`src/rtl/alu_exec_unit.sv`:
```
// Execute-stage ALU: single-cycle logic/arithmetic ops plus an iterative shift-add
// unsigned multiply, with a registered result held under valid/ready backpressure.
module alu_exec_unit #(
    parameter int unsigned WIDTH = 32
) (
    input  logic             clk,
    input  logic             rst_n,
    input  logic             flush,
    input  logic             in_valid,
    output logic             in_ready,
    input  logic [3:0]       alu_ctrl,
    input  logic [WIDTH-1:0] op_a,
    input  logic [WIDTH-1:0] op_b,
    output logic             out_valid,
    input  logic             out_ready,
    output logic [WIDTH-1:0] result,
    output logic             zero,
    output logic             overflow
);

    localparam int unsigned CntW = $clog2(WIDTH);
    localparam logic [CntW-1:0] LastCnt = CntW'(WIDTH - 1);

    typedef enum logic [0:0] {StIdle, StMul} state_e;

    state_e           state_q, state_d;
    logic [WIDTH-1:0] result_q, result_d;
    logic             zero_q, zero_d;
    logic             overflow_q, overflow_d;
    logic             out_valid_q, out_valid_d;
    logic [WIDTH-1:0] mcand_q, mcand_d;
    logic [WIDTH-1:0] mplier_q, mplier_d;
    logic [WIDTH-1:0] acc_q, acc_d;
    logic [CntW-1:0]  count_q, count_d;

    logic [WIDTH-1:0] sum, diff, alu_res, acc_next;
    logic             alu_ovf, slt, is_mul, accept;

    assign in_ready = (state_q == StIdle) && (!out_valid_q || out_ready);
    assign accept   = in_valid && in_ready && !flush;
    assign is_mul   = (alu_ctrl == 4'b1000);
    assign slt      = $signed(op_a) < $signed(op_b);
    assign acc_next = mplier_q[0] ? acc_q + mcand_q : acc_q;

    always_comb begin
        sum     = op_a + op_b;
        diff    = op_a - op_b;
        alu_res = '0;
        alu_ovf = 1'b0;
        case (alu_ctrl)
            4'b0000: alu_res = op_a & op_b;
            4'b0001: alu_res = op_a | op_b;
            4'b0010: begin
                alu_res = sum;
                alu_ovf = (op_a[WIDTH-1] == op_b[WIDTH-1]) && (sum[WIDTH-1] != op_a[WIDTH-1]);
            end
            4'b0110: begin
                alu_res = diff;
                alu_ovf = (op_a[WIDTH-1] != op_b[WIDTH-1]) && (diff[WIDTH-1] != op_a[WIDTH-1]);
            end
            4'b0111: alu_res = {{(WIDTH-1){1'b0}}, slt};
            4'b1100: alu_res = ~(op_a | op_b);
            default: ;
        endcase
    end

    always_comb begin
        state_d     = state_q;
        result_d    = result_q;
        zero_d      = zero_q;
        overflow_d  = overflow_q;
        out_valid_d = out_valid_q;
        mcand_d     = mcand_q;
        mplier_d    = mplier_q;
        acc_d       = acc_q;
        count_d     = count_q;

        if (out_valid_q && out_ready) begin
            out_valid_d = 1'b0;
        end

        case (state_q)
            StIdle: begin
                if (accept) begin
                    if (is_mul) begin
                        mcand_d  = op_a;
                        mplier_d = op_b;
                        acc_d    = '0;
                        count_d  = '0;
                        state_d  = StMul;
                    end else begin
                        result_d    = alu_res;
                        zero_d      = (alu_res == '0);
                        overflow_d  = alu_ovf;
                        out_valid_d = 1'b1;
                    end
                end
            end
            StMul: begin
                acc_d    = acc_next;
                mcand_d  = mcand_q << 1;
                mplier_d = mplier_q >> 1;
                count_d  = count_q + CntW'(1);
                if (count_q == LastCnt) begin
                    result_d    = acc_next;
                    zero_d      = (acc_next == '0);
                    overflow_d  = 1'b0;
                    out_valid_d = 1'b1;
                    count_d     = '0;
                    state_d     = StIdle;
                end
            end
            default: state_d = StIdle;
        endcase

        // Flush abandons any multiply in flight and drops the held result.
        if (flush) begin
            out_valid_d = 1'b0;
            state_d     = StIdle;
            count_d     = '0;
        end
    end

    always_ff @(posedge clk or negedge rst_n) begin
        if (!rst_n) begin
            state_q     <= StIdle;
            result_q    <= '0;
            zero_q      <= 1'b0;
            overflow_q  <= 1'b0;
            out_valid_q <= 1'b0;
            mcand_q     <= '0;
            mplier_q    <= '0;
            acc_q       <= '0;
            count_q     <= '0;
        end else begin
            state_q     <= state_d;
            result_q    <= result_d;
            zero_q      <= zero_d;
            overflow_q  <= overflow_d;
            out_valid_q <= out_valid_d;
            mcand_q     <= mcand_d;
            mplier_q    <= mplier_d;
            acc_q       <= acc_d;
            count_q     <= count_d;
        end
    end

    assign result    = result_q;
    assign zero      = zero_q;
    assign overflow  = overflow_q;
    assign out_valid = out_valid_q;

endmodule

```
`config.mk`:
```
export PLATFORM = sky130hd
export DESIGN_NAME = alu_exec_unit
export DESIGN_NICKNAME = d
export VERILOG_FILES = /design/src/rtl/alu_exec_unit.sv
export SDC_FILE = /design/constraint.sdc
export NUM_CORES = 1
export LEC_CHECK = 0
export CAP_MARGIN = 20
export CORE_MARGIN = 5
export CORE_UTILIZATION = 45
export DETAILED_ROUTE_END_ITERATION = 10
export PLACE_DENSITY_LB_ADDON = 0.25
export SLEW_MARGIN = 5
export SYNTH_ARGS = -nofsm -noshare
export SYNTH_HDL_FRONTEND = slang
export SYNTH_SLANG_ARGS = --single-unit
```
`constraint.sdc`:
```
create_clock -name clk -period 3.66 [get_ports clk]
set_input_delay 0.549 -clock clk [delete_from_list [all_inputs] [get_ports clk]]
set_output_delay 0.549 -clock clk [all_outputs]
set_load 0.02 [all_outputs]
```
-- Word level (Yosys, flattened, before mapping)
Index checks and enable logic that the tools add are counted.
W data, S select, Z words.
- add/sub/neg operators: 4
- order comparisons: 1
- equal/unequal tests: 17
- mux-type cells: 40
- bitwise gates (word level): 4
- reduce and logical (&&, ||, !) cells: 15
- operators with widths (kind ; count):
    $mux W32 ; 10
    $pmux W32 S2 ; 4
    $pmux W32 S6 ; 1
    $add A32 B32 Y32 ; 2
    $logic_not A32 Y1 ; 2
    $and A32 B32 Y32 ; 1
    $lt A32 B32 Y1 ; 1
    $not A32 Y32 ; 1
    $or A32 B32 Y32 ; 1
    $sub A32 B32 Y32 ; 1
    $mux W5 ; 4
    $mux W1 ; 15
    $pmux W1 S2 ; 5
    $pmux W5 S2 ; 1
    $eq A4 B3 Y1 const B ; 2
    $eq A4 B4 Y1 const B ; 2
    $logic_and A1 B1 Y1 ; 6
    $ne A2 B2 Y1 const B ; 3
    $ne A3 B3 Y1 const B ; 2
    $add A5 B1 Y5 const B ; 1
    $eq A5 B5 Y1 const B ; 1
    $eq A4 B1 Y1 const B ; 1
    $eq A4 B2 Y1 const B ; 1
    $logic_not A4 Y1 ; 1
    8 further kinds ; 12
- register bits: 137
- input bits: 73

-- Logic depth before layout (Yosys ltp)
- depth in word-level cells: 8
- gate-level depth with buffers: 15
- mapped depth without buffers: 15

-- Worst setup path after synthesis
Ideal clock, no wire load.
- path kind: input-to-reg
- start: input op_a[0]
- end: register zero_q, in the netlist zero
- library setup time: 0.065 ns
- arrival time: 3.707 ns
- required time: 3.595 ns
- setup slack: -0.112 ns
- cell stages on the path: 15
- path buffers: 0
- path through: inv_1 ha_1 fa_1 nor2_1 o311ai_1 a2111oi_0 nor3_1 or2_1 o31ai_1 nand2_1 or4b_1 a31oi_1 nand4_1 nor4_1 a211o_1
- word-level cells in the longest chain between the ends: 7
- RTL lines (item ; RTL line ; RTL):
    from (decl) ; 12 ; input logic [WIDTH-1:0] op_a,
    branches (longest 2 deep; another with $sub A32 B32 Y32) ; n/a ;
    $pmux W32 S6 * ; 50 ; case (alu_ctrl)
    $logic_not A32 Y1 * ; 93 ; zero_d = (alu_res == '0);
    $mux W1 * ; 85 ; if (is_mul) begin
    $mux W1 * ; 84 ; if (accept) begin
    $pmux W1 S2 * ; 82 ; case (state_q)
    to (signal assigned) ; 138 ; zero_q <= zero_d;
    to (decl) ; 28 ; logic zero_q, zero_d;
Mark *: on every way between the ends. The select of a mux whose other input is x is not followed.
A chain may end at the register's enable or synchronous reset.

-- Worst setup path in the final report
- start: input op_a[4]
- end: register zero_q, in the netlist zero
Same word-level chain as after synthesis.

==> impl_metrics.ini <==
[cells_and_area]
antenna_cells = 0
seq_area_sq_mm = 0.00343
nets = 2389
multi_input_area_sq_mm = 0.0102
fillers = 2581
area_delta_synth_final_pct = 43.8
final_layout_size_suffix_gt1_share_pct = 28.6
final_area_sq_mm = 0.0194

[sta]
rsz0062_at_grt = true
timing.slew.headroom_pct = 46.4
finClkSkew_ns = 0.0135
tightestPinTransition_ns = 0.803
min_period_ns = 3.75
finalHoldViolations = 0
setup_viol = 2
max_freq_ghz = 0.267
finalWorstSetupSlack_ns = -0.0922
fin_setup_tns_ns = -0.147
finalCritPeriodShare_pct = 103
slew_violations = 0

[floorplan]
rows = 63
ios = 109
die_area_sq_mm = 0.0336
coreArea_sq_mm = 0.0296
initial_core_util_pct = 45.6
die_w_um = 183
die_y_um = 183

[setup_path]
crit_path_end_kind = flop
crit_start = op_a[4]
critPathRequiredTime_ns = 4.05
r2r_cells = 13
crit_arrival_ns = 4.14
worst_setup_path_start_kind = input port
rrSetupSlack_ns = -0.06
critPathMaxFanout = 5
r2r_start = acc_q[0]$_DFFE_PN0P_
crit_type = input port to flop
r2r-end = zero$_DFFE_PN0P_

[run]
maxCapViolCount = 0

[status]
violations = setup timing
outcome = finished with violations

[clock_tree]
cts_max_level = 4
cts_tree = yes
clkSinkCount = 137
clockBufferDepth = 2
cts_hold_buf = 0
clkTransAtPathRegs_ns = 0.07
clock-root-buffer = clkbuf_16
cts_buffers = 17
clk-insertion-delay-late_ns = 0.45

[placed_design]
hpwl_um = 41000
routabilityCongestion = 0.981
placed_area_sq_mm = 0.0178
numPortBuffers = 108
post-place-ws_ns = -1.09

[yosys]
synth.net_count = 1949
synth_ff_type = dfrtp_1
synth_top_area_cell = dfrtp_1
yosys-top-cells-area = dfrtp_1, ha_1, o21ai_0
yosysWarnings = 0
ys_ff_latch = 137
synthArstFlopShare_pct = 100
synth_seq_area_share_pct = 25.4
synth_cell_types = 81
synthCells = 1732
syn-cell-area_sq_mm = 0.0135
synth-edff-count = 0
synth_top_area_share_pct = 25.4
synth.avg_cell_area_sq_um = 7.80

[global_routing]
grt_pass1_vias = 14800
antenna_found_initial = 0
grt_max_degree = 79
grt_pass1_wl_um = 82300
overflow = 0
grt_usage_pct = 30.8

[routing]
wl_per_cell_um = 20.7
wirelength_um = 53300
drt_iter0_drc = 1118
drtAntennaViolNets = 0
drcViolationCount = 0
drt-vias-per-instance = 5.91
first_pass_iters = 6
vias = 15200

[power_and_ir_drop]
ir_drop_mv = 0.380
powerDensity_mw_per_mm2 = 514
leakage_nw = 9.21

[hold_path]
hold_class = input port to asynchronous set/reset pin
-- layout by cell type (no fill, tap or decap), types with 18 or more instances in the layout --
master           count
nor3_1              27
a21o_1              22
a21oi_2             18
ha_1               120
nor2_1             117
a22oi_1             31
buf_4              408
mux2i_1             75
a21oi_1            123
dfrtp_1            136
inv_1               94
nand3_1             19
o21ai_0            165
clkdlybuf4s50_1     98
nand2_1            218
-- synthesized netlist by cell type (all sizes together), types with 8 or more instances --
master	n
a2111oi	9
mux2	18
a21o	22
nand3	21
clkbuf	74
nor2	129
o22ai	14
a31oi	21
mux2i	75
a22o	14
nand4	15
buf	28
a221o	8
and2	9
o21ai	176
a211oi	25
nand2	221
ha	141
o31ai	24
a221oi	10
o21bai	11
dfrtp	137
a21oi	141
nor4	13
nor2b	15
o211ai	16
xnor2	18
or3	11
nor3	34
a22oi	31
inv	103
xor2	15
nand2b	20
-- repair_timing --
| item | 4_1_cts | 5_1_grt |
|---|---|---|
| gates resized for setup | 97 | 84 |
| endpoints found under the setup margin | 13 | 14 |
| gates cloned | 0 | 0 |
| pin swaps | 40 | 47 |
| buffers inserted | 6 | 7 |
-- worst max path at each step --
stage                                   to  slack, ns  cells past startpoint
after detailed placement  zero$_DFFE_PN0P_      -1.09                     16
after floorplan           zero$_DFFE_PN0P_      0.007                     15
after global routing      zero$_DFFE_PN0P_      -0.23                     17
final                     zero$_DFFE_PN0P_      -0.09                     16
after global placement    zero$_DFFE_PN0P_      -1.01                     16
after CTS                 zero$_DFFE_PN0P_      -0.11                     13
-- flip-flops by register name, indices dropped and copies added, names as in the netlist --
name	count
count_q	5
result	32
mcand_q	32
state_q	1
acc_q	32
mplier_q	32
zero	1
overflow	1
out_valid	1
-- per-layer routing --
metal / up-vias / wire [um] / global-route usage (%)
met4: 0 / 1400 / 7.57
met2: 566 / 24800 / 50.3
met5: - / 0 / 0
met1: 7373 / 23600 / 43.4
met3: 95 / 3480 / 4.13
li1: 7188 / - / -
-- kinds of logic (layout without fill, tap and decap cells) --
logic type	count (synthesis)	in the layout	share of synthesized area [%]
compound gates	596	596	28.2
simple gates	523	523	17.7
buf+inv	205	658	5.83
fa+ha+maj	144	144	13.5
flops	137	137	25.4
mux	94	94	7.22
xor+xnor	33	33	2.14
-- report_power, final --
part,switching [W],internal (W),total (W)
clock,0.000854,0.00105,0.00190
combinational,0.00297,0.00268,0.00565
sequential,0.000430,0.00200,0.00243
-- critical path: stages --
cell and delay (ns):
clkdlybuf4s50_1 0.48, inv_1 0.07, ha_4 0.26, buf_4 0.17, a221oi_4 0.38, a211oi_4 0.10, buf_4 0.18, or3_4 0.36
and2_4 0.16, a211oi_2 0.25, mux2_4 0.19, o22ai_2 0.09, nor4_2 0.32, nand4_1 0.17, nor4_2 0.26, a211o_1 0.15
-- metrics by stage --
step	std cells	hold WS, ns	util (%)	total power [W]
5_1_grt	2575	0.179	65.5	0.0106
6_report	2575	0.0952	65.5	0.00998
2_1_floorplan	1732	0.253	-	0.00533
4_1_cts	2569	0.161	63.9	0.00972
3_5_place_dp	2531	0.472	60.0	0.00753
3_3_place_gp	2531	0.462	60.0	0.00743
-- area by class of cell --
cell class	instances	area share [%]
timing repair buffer	523	21.9
clock buffer	17	2.19
multi-input combinational	1390	52.7
sequential	137	17.7
inverter	103	1.99
clock inverter	15	1.04
tap	390	2.51
No activity file was read; power rests on OpenSTA's default activity.
